### src/rtl/regfile_wb_sched.sv
// regfile_wb_sched
// Write-back scheduler and pending-register scoreboard for a 32 x 64-bit
// register file. Two write-back requesters (ALU and load) share the file's
// single write port through a round-robin arbiter with valid/ready
// handshakes. The grant is registered into a write stage that drives the
// file. A pending bit per register lets issue logic stall on RAW/WAW hazards.
//
// Ports
//   clk, rst                               clock, synchronous active-high reset
//   iss_valid, iss_addr / iss_ready        issue marks a destination pending
//   a_valid, a_addr, a_data / a_ready      ALU write-back request
//   m_valid, m_addr, m_data / m_ready      load write-back request
//   rf_write_en/addr/data                  registered register-file write port
//   chk_addr1..3 / chk_busy1..3            combinational pending lookups
//   pending                                scoreboard vector
//   wb_orphan                              sticky: write-back to a non-pending register
module regfile_wb_sched #(
  parameter int DATA_W = 64,
  parameter int ADDR_W = 5,
  parameter int NREGS  = 32
) (
  input  logic              clk,
  input  logic              rst,
  input  logic              iss_valid,
  input  logic [ADDR_W-1:0] iss_addr,
  output logic              iss_ready,
  input  logic              a_valid,
  input  logic [ADDR_W-1:0] a_addr,
  input  logic [DATA_W-1:0] a_data,
  output logic              a_ready,
  input  logic              m_valid,
  input  logic [ADDR_W-1:0] m_addr,
  input  logic [DATA_W-1:0] m_data,
  output logic              m_ready,
  output logic              rf_write_en,
  output logic [ADDR_W-1:0] rf_write_addr,
  output logic [DATA_W-1:0] rf_write_data,
  input  logic [ADDR_W-1:0] chk_addr1,
  input  logic [ADDR_W-1:0] chk_addr2,
  input  logic [ADDR_W-1:0] chk_addr3,
  output logic              chk_busy1,
  output logic              chk_busy2,
  output logic              chk_busy3,
  output logic [NREGS-1:0]  pending,
  output logic              wb_orphan
);

  // r_rr: 0 = ALU has priority on a tie, 1 = load has priority
  logic              r_rr;
  logic              r_vld_p1;
  logic [ADDR_W-1:0] r_addr_p1;
  logic [DATA_W-1:0] r_data_p1;
  logic [NREGS-1:0]  r_pending;
  logic              r_orphan;

  logic              w_a_gnt;
  logic              w_m_gnt;
  logic              w_xfer;
  logic              w_iss_fire;
  logic [NREGS-1:0]  w_set;
  logic [NREGS-1:0]  w_clr;
  logic [NREGS-1:0]  w_pending_nxt;

  // Stage p0: arbitration and issue acceptance (combinational)
  assign w_a_gnt    = !rst && a_valid && (!m_valid || !r_rr);
  assign w_m_gnt    = !rst && m_valid && (!a_valid ||  r_rr);
  assign w_xfer     = w_a_gnt || w_m_gnt;
  assign w_iss_fire = iss_valid && iss_ready;

  assign a_ready   = w_a_gnt;
  assign m_ready   = w_m_gnt;
  assign iss_ready = !rst && !r_pending[iss_addr];

  assign chk_busy1 = r_pending[chk_addr1];
  assign chk_busy2 = r_pending[chk_addr2];
  assign chk_busy3 = r_pending[chk_addr3];

  // Clear is applied first and set ORed in afterwards, so a same-edge set
  // and clear of one bit leaves it set.
  always_comb begin
    w_set = '0;
    w_clr = '0;
    if (w_iss_fire) w_set[iss_addr] = 1'b1;
    if (r_vld_p1)   w_clr[r_addr_p1] = 1'b1;
    w_pending_nxt = (r_pending & ~w_clr) | w_set;
  end

  // Stage p1: registered write-port drive, scoreboard update
  always_ff @(posedge clk) begin
    if (rst) begin
      r_rr      <= 1'b0;
      r_vld_p1  <= 1'b0;
      r_addr_p1 <= '0;
      r_data_p1 <= '0;
      r_pending <= '0;
      r_orphan  <= 1'b0;
    end else begin
      r_vld_p1 <= w_xfer;
      if (w_xfer) begin
        r_addr_p1 <= w_a_gnt ? a_addr : m_addr;
        r_data_p1 <= w_a_gnt ? a_data : m_data;
        // Hand priority to whichever requester was not just served.
        r_rr      <= w_a_gnt;
      end
      r_pending <= w_pending_nxt;
      if (r_vld_p1 && !r_pending[r_addr_p1]) r_orphan <= 1'b1;
    end
  end

  assign rf_write_en   = r_vld_p1;
  assign rf_write_addr = r_addr_p1;
  assign rf_write_data = r_data_p1;
  assign pending       = r_pending;
  assign wb_orphan     = r_orphan;

endmodule

### config.mk
export PLATFORM = sky130hd
export DESIGN_NAME = regfile_wb_sched
export DESIGN_NICKNAME = d
export VERILOG_FILES = /design/src/rtl/regfile_wb_sched.sv
export SDC_FILE = /design/constraint.sdc
export NUM_CORES = 1
export LEC_CHECK = 0
export BUFFER_PORTS_ARGS = -buffer_cell sky130_fd_sc_hd__buf_2
export CAP_MARGIN = 40
export CORE_ASPECT_RATIO = 2
export CORE_UTILIZATION = 35
export DETAILED_ROUTE_END_ITERATION = 10
export GPL_ROUTABILITY_DRIVEN = 0
export REMOVE_ABC_BUFFERS = 1
export SYNTH_ARGS = -nofsm -noshare
export SYNTH_HDL_FRONTEND = slang
export SYNTH_SLANG_ARGS = --single-unit
### constraint.sdc
create_clock -name clk -period 4.4 [get_ports clk]
set_clock_uncertainty 0.05 [all_clocks]
set_input_delay 0.88 -clock clk [delete_from_list [all_inputs] [get_ports clk]]
set_output_delay 0.88 -clock clk [all_outputs]
set_load 0.01 [all_outputs]
==> results of run 1 <==
## routing by layer
metal / track usage / up-vias / wire [um]
li1: - / 2656 / -
met1: 0.2754 / 2730 / 7012
met2: 0.4814 / 408 / 10940
met3: 0.06384 / 101 / 1934
met4: 0.1967 / 0 / 1529
met5: 0 / - / 0
## flip-flops by register name, indices dropped and copies added (netlist names)
register,count
wb_orphan,1
rf_write_data,64
rf_write_addr,5
r_rr,1
rf_write_en,1
pending,32
## per-stage QoR
step / power (mW) / setup WS [ns]
floorplan: 1.220 / -0.7224
global placement: 1.429 / 0.8711
detailed placement: 1.438 / 0.8379
CTS: 2.197 / 0.8342
global route: 2.277 / 0.6901
finish: 2.176 / 0.7855
## worst max-delay path, stage by stage
cell and delay [ns]:
buf_2 0.28, mux4_2 0.55, nor2_1 0.14, o22ai_2 0.29, nor4_1 0.34, buf_2 0.20
## cell type report
| class | instances | area [sq um] | share of cell area |
|---|---|---|---|
| Timing Repair Buffer | 277 | 1401 | 0.1973 |
| Antenna cell | 2 | 5.005 | 0.0007046 |
| Inverter | 7 | 26.28 | 0.003699 |
| Clock inverter | 6 | 53.80 | 0.007574 |
| Multi-Input combinational cell | 408 | 3065 | 0.4316 |
| Sequential cell | 104 | 2082 | 0.2931 |
| Clock buffer | 9 | 225.2 | 0.03171 |
| Tap cell | 195 | 244.0 | 0.03435 |
## synth_stat cells (3+ instances only)
master / count / area (sq um)
nand2_1: 92 / 345.3
clkbuf_1: 39 / 146.4
buf_4: 3 / 22.52
o211ai_1: 16 / 120.1
o21ai_0: 17 / 85.08
nor3b_1: 3 / 22.52
mux4_2: 42 / 945.9
nand4b_1: 3 / 26.28
mux2_2: 3 / 33.78
nor3_1: 3 / 15.01
nand3b_1: 6 / 45.04
nand3_1: 26 / 130.1
nor2_1: 7 / 26.28
a21oi_1: 70 / 350.3
and3_1: 4 / 25.02
dfxtp_1: 104 / 2082
inv_1: 6 / 22.52
a22oi_1: 69 / 518.0
buf_2: 13 / 65.06
mux2i_1: 7 / 70.07
o31ai_1: 16 / 120.1
## cell families after synthesis
logic type	count (synthesis)	share of synthesized area
multiplexers	52	0.1945
AND/OR/NAND/NOR	160	0.1379
AO/OA/AOI/OAI	196	0.2337
buffers and inverters	62	0.04821
flip-flops	104	0.3857
## worst max path at each step
stage	startpoint	endpoint	slack, ns	depth (start not counted)
floorplan	rst	rf_write_addr[0]	-0.72	5
global placement	iss_addr[0]	iss_ready	0.87	6
detailed placement	iss_addr[0]	iss_ready	0.84	6
CTS	iss_addr[0]	iss_ready	0.83	6
global route	iss_addr[0]	iss_ready	0.69	6
finish	iss_addr[0]	iss_ready	0.79	6
## power by group through the flow
stage          Sequential (mW)  Clock [mW]  Combinational [mW]
6_report                  1.04       0.757               0.380
5_1_grt                   1.05       0.816               0.414
4_1_cts                   1.04       0.780               0.379
3_5_place_dp              1.06           0               0.379
3_3_place_gp              1.06           0               0.371
2_1_floorplan             1.07           0               0.150
==> impl_metrics.yaml, run 1 <==
power_and_ir_drop:
  irDropWorstVdd_uv: 184.1
  combinationalPowerShare: 0.175
  p_leak_nw: 2.997
  p_clk_frac: 0.348
  p_per_area_nw_per_um2: 306.3
  p_int_mw: 1.547
  swShare: 0.2889
  p_switching_uw: 628.6
  seqPwrFrac: 0.478
timing:
  slew_viol_final: 0
  hold_ws_ns: 0.4001
  fin_crit_ns: 3.614
  fin_crit_sh: 0.8215
  tightest_slew_ns: 0.8083
  max_slew_margin: 0.4604
  hold_viol_final: 0
  tns_ns: 0
  finalSetupViolCount: 0
  rsz0062_at_grt: "no"
  fmax_mhz: 276.7
yosys:
  async_reset_ff_frac: 0
  ys_warn_count: 0
  syn_area_per_cell_sq_um: 9.404
  synth_ff_type: "dfxtp_1"
  synthDistinctLibCells: 39
  synth-seq-cells: 104
  yosysSeqAreaShare: 0.3857
  syn_inst: 574
  syn_area_sq_um: 5398
  synth_edf_count: 0
worst_setup_path:
  startpoint_type: "primary input"
  path_max_fanout: 17
  r2r-start: "rf_write_addr[0]"
  timing.rr.end: "wb_orphan"
  r2r.worst_path.cells: 5
  cp-end-kind: "primary output"
  worst-endpoint-arrival_ns: 2.68
  r2r_slack_ns: 2.04
  worst-setup-path-type: "in -> out"
  cp.required_ns: 3.47
clock_network:
  postCtsSetupBuffers: 0
  clkTransAtPathRegs_ns: 0.07
  clkSinkCount: 104
  cts-htree-levels: 3
  clockBufferDepth: 2
  clock_latency_ns: 0.34
  cts_root_buf: "clkbuf_16"
  cts_resized: 0
  hold_buffers: 0
  cts_buffers: 9
  cts_tree: "built"
final_layout:
  final_area_sq_um: 7103
  area_growth_pct: 31.59
  mostFrequentLayoutCells: "271 x buf_2, 104 x dfxtp_1, 92 x nand2_1, 70 x a21oi_1, 69 x a22oi_1"
  final_common_cell: "buf_2"
  drive_above_1_share: 0.4229
  fin_util: 0.4743
  nets: 970
  instances_no_fill: 1008
  nFillCells: 1496
drt:
  initialDrtViolationCount: 328
  drc: 0
  vias: 5895
  final_antenna_net_count: 0
  routedWlPerCell_um: 21.25
  dr.pass1.iters: 5
  viasPerCell: 5.848
  wl_um: 21420
worst_hold_path:
  min-delay-path-class: "reg -> reg"
  hold-path-endpoint: "rf_write_data[36]"
  hold_path_depth: 2
  hp-start: "rf_write_data[36]"
floorplan:
  ios: 272
  core-area_sq_um: 14980
  die_y_um: 177.6
  initial_utilization: 0.3604
  dieArea_sq_um: 15950
  core.rowCount: 63
  chipWidth_um: 89.81
place:
  placed_area_sq_um: 6819
  place_hpwl_um: 16410
  placed_cells_incl_taps: 991
  port_buffers: 271
global_route:
  grt_pass1_wl_um: 32960
  grt_start_max_net_pins: 71
  grt_overflow_total: 0
  first_global_vias: 5970
  grt_util_all_layers: 0.2706
  antenna_found_initial: 2
outcome:
  status: "completed"
flow_run:
  drv_cap: 0
Note: power is estimated with default switching activity, not from simulation.
==> inputs of run 2 (changes only) <==
--- a/config.mk
+++ b/config.mk
@@ -5,6 +5,7 @@
 export SDC_FILE = /design/constraint.sdc
 export NUM_CORES = 1
 export LEC_CHECK = 0
+export ABC_AREA = 1
 export BUFFER_PORTS_ARGS = -buffer_cell sky130_fd_sc_hd__buf_2
 export CAP_MARGIN = 40
 export CORE_ASPECT_RATIO = 2
==> constraint.sdc (replaced) <==
create_clock -name clk -period 3.7 [get_ports clk]
set_clock_uncertainty 0.05 [all_clocks]
set_input_delay 0.74 -clock clk [delete_from_list [all_inputs] [get_ports clk]]
set_output_delay 0.74 -clock clk [all_outputs]
set_load 0.01 [all_outputs]
==> run 2 against run 1 <==
  * Register-to-register slack worse by 0.49 ns
  * Combinational power is 30% higher
  * Design area is 4.7% higher
  * Largest power group unchanged
  * Die area grew 5.5%
  * Routed wire length up 16%
  * Synthesized area grew 5.6%
  * Worst hold slack gained 0.026 ns
  * Non-clock buffer count shrank 1
  * Final cell count up 34%
  * Critical path depth rose by 2
  * Sequential power grew 17%
==> impl_metrics.yaml, run 2 <==
worst_setup_path:
  cp-end-kind: "primary output"
  worst-setup-path-type: "in -> out"
  r2r.worst_path.cells: 11
  timing.rr.end: "pending[30]"
  r2r_slack_ns: 1.55
  crit_end: "chk_busy1"
  cp.required_ns: 2.91
  path_max_fanout: 18
  cp_slowest_cell: "buf_2"
  r2r-start: "pending[4]"
  startpoint_type: "primary input"
  crit_chain: "buf_2, inv_1, o21ai_0, o22ai_1, o21ai_0, nand2_1, o21a_1, buf_2"
  worst-endpoint-arrival_ns: 2.19
  crit_path_start: "chk_addr1[0]"
  max_stage_delay_ns: 0.25
drt:
  vias: 7309
  final_antenna_net_count: 0
  routedWlPerCell_um: 18.40
  dr.pass1.iters: 5
  drc: 0
  wl_um: 24910
  viasPerCell: 5.398
  initialDrtViolationCount: 410
timing:
  finalSetupViolCount: 0
  slew_viol_final: 0
  fin_crit_ns: 2.982
  worst_slack_ns: 0.7179
  tns_ns: 0
  tightest_slew_ns: 0.7673
  fmax_mhz: 335.3
  hold_viol_final: 0
  fin_crit_sh: 0.8060
  rsz0062_at_grt: "no"
  max_slew_margin: 0.4873
yosys:
  ys_top_cells_by_count: "341 x nand2_1, 104 x dfxtp_1, 92 x nor2_1"
  synthTopCellsByArea: "dfxtp_1 37%, nand2_1 22%, a31oi_1 7.6%"
  synth-seq-cells: 104
  synth_ff_type: "dfxtp_1"
  synth.top_cell.area_share: 0.3652
  yosysMostFrequentCell: "nand2_1"
  syn_inst: 910
  synth_edf_count: 0
  syn_area_sq_um: 5702
  netlist.top_cell.by_area: "dfxtp_1"
  ys_warn_count: 0
  yosysSeqAreaShare: 0.3652
  syn_area_per_cell_sq_um: 6.266
  synthDistinctLibCells: 22
  async_reset_ff_frac: 0
final_layout:
  final_common_cell: "nand2_1"
  nFillCells: 1766
  diodes: 0
  drive_above_1_share: 0.2585
  fin_util: 0.4687
  instances_no_fill: 1354
  nets: 1311
  area_growth_pct: 30.37
  multi_input_area_sq_um: 3217
  largest_register_ffs: 64
  seqCellArea_sq_um: 2082
  mostFrequentLayoutCells: "341 x nand2_1, 270 x buf_2, 104 x dfxtp_1, 92 x nor2_1, 84 x o21ai_0"
global_route:
  antenna_found_initial: 0
  grt_start_max_net_pins: 70
  grt_util_all_layers: 0.2930
  first_global_vias: 6852
  grt_overflow_total: 0
  grt_pass1_wl_um: 37450
clock_network:
  hold_buffers: 0
  cts_tree: "built"
  clock_latency_ns: 0.35
  clockBufferDepth: 2
  cts-htree-levels: 3
  clkTransAtPathRegs_ns: 0.08
  postCtsSetupBuffers: 0
  clkSinkCount: 104
  cts_buffers: 9
  cts_root_buf: "clkbuf_16"
  cts_resized: 0
power_and_ir_drop:
  p_per_area_nw_per_um2: 357.8
  irDropWorstVdd_uv: 219.0
  seqPwrFrac: 0.460
  combinationalPowerShare: 0.185
  swShare: 0.3102
  p_clk_frac: 0.355
  p_int_mw: 1.835
  p_leak_nw: 3.380
  p_switching_uw: 825.1
floorplan:
  core.rowCount: 65
  dieArea_sq_um: 16840
  core-area_sq_um: 15860
  chipWidth_um: 92.25
  initial_utilization: 0.3595
  die_y_um: 182.5
  ios: 272
flow_run:
  drv_cap: 0
place:
  place_hpwl_um: 18360
  dpl_worst_slack_ns: 0.7512
  port_buffers: 271
  placed_cells_incl_taps: 1338
worst_hold_path:
  min-delay-path-class: "reg -> reg"
outcome:
  status: "completed"
==> run 2: stage by stage <==
| step | hold WS [ns] | cell area [sq um] | power, mW |
|---|---|---|---|
| global route | 0.4478 | 7433 | 2.782 |
| global placement | 0.4117 | 7147 | 1.734 |
| CTS | 0.4284 | 7433 | 2.678 |
| detailed placement | 0.4158 | 7147 | 1.738 |
| finish | 0.4257 | 7433 | 2.660 |
| floorplan | 0.4108 | 5480 | 1.466 |
==> run 2: logic make-up (layout without fill, tap and decap cells) <==
family / after synthesis / in the layout / share of synthesized area
flip-flops: 104 / 104 / 0.3652
AO/OA/AOI/OAI: 230 / 230 / 0.2370
buffers and inverters: 99 / 342 / 0.07176
AND/OR/NAND/NOR: 477 / 477 / 0.3261
==> run 2: cell type report <==
cell class,instances,area share
clock inverter,7,0.008248
clock buffer,9,0.03030
timing repair buffer,276,0.1895
sequential,104,0.2801
multi-input combinational,707,0.4328
tap,201,0.03383
inverter,50,0.02525
==> run 2: routing by layer <==
layer | part of all wire | up-vias | track usage
li1 | - | 3527 | -
met5 | 0 | - | 0
met4 | 0.067 | 0 | 0.1844
met2 | 0.50 | 423 | 0.5236
met3 | 0.080 | 89 | 0.05875
met1 | 0.35 | 3270 | 0.3082
==> run 2: worst max-delay path, delay by kind of cell <==
family	cells	cell delay, ns
AND/OR/NAND/NOR	1	0.10
AO/OA/AOI/OAI	4	0.72
buffers and inverters	3	0.63
==> run 2: worst min path at each step <==
stage | startpoint | endpoint | slack [ns] | depth (start not counted)
2_1_floorplan | r_rr | r_rr | 0.41 | 2
3_3_place_gp | rf_write_data[2] | rf_write_data[2] | 0.41 | 2
3_5_place_dp | rf_write_data[41] | rf_write_data[41] | 0.42 | 2
4_1_cts | rf_write_data[41] | rf_write_data[41] | 0.43 | 2
5_1_grt | rf_write_data[46] | rf_write_data[46] | 0.45 | 2
6_report | rf_write_data[34] | rf_write_data[34] | 0.43 | 2
==> run 2: power by group through the flow <==
| stage | Clock (mW) | Combinational (mW) | Sequential (mW) |
|---|---|---|---|
| after floorplan | 0 | 0.204 | 1.26 |
| after global placement | 0 | 0.489 | 1.24 |
| after detailed placement | 0 | 0.493 | 1.24 |
| after CTS | 0.965 | 0.493 | 1.22 |
| after global routing | 1.01 | 0.543 | 1.23 |
| final | 0.944 | 0.493 | 1.22 |
==> inputs of run 3 (changes only) <==
--- a/config.mk
+++ b/config.mk
@@ -5,13 +5,14 @@
 export SDC_FILE = /design/constraint.sdc
 export NUM_CORES = 1
 export LEC_CHECK = 0
-export ABC_AREA = 1
+export ABC_AREA = 0
 export BUFFER_PORTS_ARGS = -buffer_cell sky130_fd_sc_hd__buf_2
 export CAP_MARGIN = 40
 export CORE_ASPECT_RATIO = 2
 export CORE_UTILIZATION = 35
 export DETAILED_ROUTE_END_ITERATION = 10
 export GPL_ROUTABILITY_DRIVEN = 0
+export PLACE_DENSITY = 0.67
 export REMOVE_ABC_BUFFERS = 1
 export SYNTH_ARGS = -nofsm -noshare
 export SYNTH_HDL_FRONTEND = slang
==> constraint.sdc (replaced) <==
create_clock -name clk -period 2.4 [get_ports clk]
set_clock_uncertainty 0.05 [all_clocks]
set_input_delay 0.48 -clock clk [delete_from_list [all_inputs] [get_ports clk]]
set_output_delay 0.48 -clock clk [all_outputs]
set_load 0.01 [all_outputs]
==> run 3 against run 2 <==
  * The flow now finishes with violations (negative setup slack)
  * Setup slack got worse by 0.95 ns
  * Sequential share of layout area up 0.075 points
  * Register-to-register slack lost 1.1 ns
  * Final cell count shrank 22%
  * Global-route usage is 2.2 points lower
  * Utilization grew 4.0 points
  * Via count fell by 19%
  * Sequential power up 54%
  * Critical path depth is 4 lower
  * Total power is 53% higher
  * Worst hold slack worse by 0.12 ns
  * Sequential cell count stayed put
  * Critical endpoint is now chk_busy3
==> impl_metrics.yaml, run 3 (synthesis results as in run 1) <==
floorplan:
  chipWidth_um: 89.81
  dieArea_sq_um: 15950
  core.rowCount: 63
  initial_utilization: 0.3604
  core-area_sq_um: 14980
  ios: 272
  die_y_um: 177.6
final_layout:
  nets: 1013
  fin_util: 0.5087
  mostFrequentLayoutCells: "264 x buf_2, 92 x nand2_1, 80 x dfxtp_1, 70 x a21oi_1, 69 x a22oi_1"
  largest_register_ffs: 64
  instances_no_fill: 1052
  final_area_sq_um: 7619
  final_common_cell: "buf_2"
  area_growth_pct: 41.15
  drive_above_1_share: 0.4842
timing:
  hold_ws_ns: 0.3094
  hold_viol_final: 0
  max_slew_margin: 0.5093
  finalSetupViolCount: 4
  worst_slack_ns: -0.2279
  fin_crit_sh: 1.095
  fin_crit_ns: 2.628
  slew_viol_final: 0
  rsz0062_at_grt: "yes"
  tightest_slew_ns: 0.7345
  fmax_mhz: 380.5
global_route:
  grt_util_all_layers: 0.2707
  grt_start_max_net_pins: 68
  antenna_found_initial: 2
  busiest_layer: "met2"
  first_global_vias: 5886
  grtUsageMet1: 0.2744
  grt_pass1_wl_um: 32610
  grt.met2_usage: 0.4849
  grt_overflow_total: 0
  use_met3: 0.06255
worst_setup_path:
  max_stage_delay_ns: 0.52
  r2r_slack_ns: 0.41
  crit_chain: "mux4_2, mux4_2, mux2_4, buf_6"
  path_max_fanout: 4
  startpoint_type: "flop"
  worst-endpoint-arrival_ns: 2.10
  worst-setup-path-type: "reg -> out"
  cp_slowest_cell: "mux4_2"
  r2r-start: "pending[11]"
  crit_buf_inv: 1
  cp_top_family: "multiplexers"
  cp-end-kind: "primary output"
  timing.rr.end: "pending[11]"
  cp.required_ns: 1.87
  r2r.worst_path.cells: 7
  path_common_cell: "mux4_2"
place:
  placed_area_sq_um: 7119
  dpl_worst_slack_ns: -0.3543
  place_hpwl_um: 16930
  port_buffers: 271
  placed_cells_incl_taps: 1026
power_and_ir_drop:
  p_per_area_nw_per_um2: 535.6
  p_int_mw: 2.881
  p_leak_nw: 3.294
  swShare: 0.2941
  seqPwrFrac: 0.460
  irDropWorstVdd_uv: 335.0
  p_switching_mw: 1.200
  p_clk_frac: 0.352
  combinationalPowerShare: 0.188
clock_network:
  cts-htree-levels: 3
  cts_root_buf: "clkbuf_16"
  clkTransAtPathRegs_ns: 0.08
  cts_buffers: 9
  clockBufferDepth: 2
  cts_tree: "built"
  hold_buffers: 0
  clock_latency_ns: 0.34
  clkSinkCount: 104
outcome:
  violations: "negative setup slack"
  status: "finished with violations"
drt:
  dr.pass1.iters: 5
  initialDrtViolationCount: 233
  vias: 5942
  final_antenna_net_count: 0
  viasPerCell: 5.648
  drc: 0
  wl_um: 21630
  routedWlPerCell_um: 20.56
worst_hold_path:
  hold-path-endpoint: "r_rr"
  hp-start: "a_valid"
  min-delay-path-class: "in -> reg"
  hold_path_depth: 2
flow_run:
  drv_cap: 0
run 3: changes by cell type in the layout (fill, tap and decap cells not counted), sizes merged, moves of 18 or more:
cell and change:
a21oi +31, a22oi +55, a31oi -69, buf +43, inv -43, mux4 +42
nand2 -249, nor2 -86, o21ai -67, o221ai -18
run 3: power groups by stage:
| stage | logic (mW) | registers, mW | clock network (mW) |
|---|---|---|---|
| 2_1_floorplan | 0.276 | 1.96 | 0 |
| 3_3_place_gp | 0.741 | 1.92 | 0 |
| 3_5_place_dp | 0.748 | 1.93 | 0 |
| 4_1_cts | 0.757 | 1.88 | 1.47 |
| 5_1_grt | 0.828 | 1.89 | 1.55 |
| 6_report | 0.767 | 1.88 | 1.44 |
run 3: per-layer routing:
metal / share of wire / up-vias
li1: - / 2742
met1: 0.33 / 2742
met2: 0.52 / 374
met4: 0.064 / 0
met5: 0 / -
met3: 0.083 / 84
run 3: final cells by class:
cell class                 count  area (sq um)
antenna                        2         5.005
tap                          195         244.0
inverter                       7         26.28
clock inverter                 6         60.06
timing repair buffer         320          1821
multi-input combinational    408          3094
clock buffer                  10         229.0
fill                        1494          7358
sequential                   104          2140
run 3: stage by stage:
| stage | power (mW) | TNS [ns] |
|---|---|---|
| after CTS | 4.110 | -0.6929 |
| after floorplan | 2.237 | -162.92 |
| after global routing | 4.270 | -0.9182 |
| after detailed placement | 2.675 | -1.096 |
| after global placement | 2.666 | -1.018 |
| final | 4.081 | -0.7131 |
run 3: worst max path at each step:
stage	start	end	slack (ns)	cells past startpoint
2_1_floorplan	rst	rf_write_addr[0]	-2.32	5
3_3_place_gp	chk_addr3[0]	chk_busy3	-0.32	5
3_5_place_dp	chk_addr1[0]	chk_busy1	-0.35	5
4_1_cts	pending[31]	chk_busy1	-0.22	4
5_1_grt	pending[27]	chk_busy3	-0.26	4
6_report	pending[6]	chk_busy3	-0.23	4
run 3: repair_timing:
| action | in CTS | in global routing |
|---|---|---|
| pin swaps | 1 | 4 |
| buffers inserted | 3 | 5 |
| resized for setup | 34 | 23 |
| hold endpoints to repair | 0 | 0 |
| setup endpoints to repair | 4 | 4 |
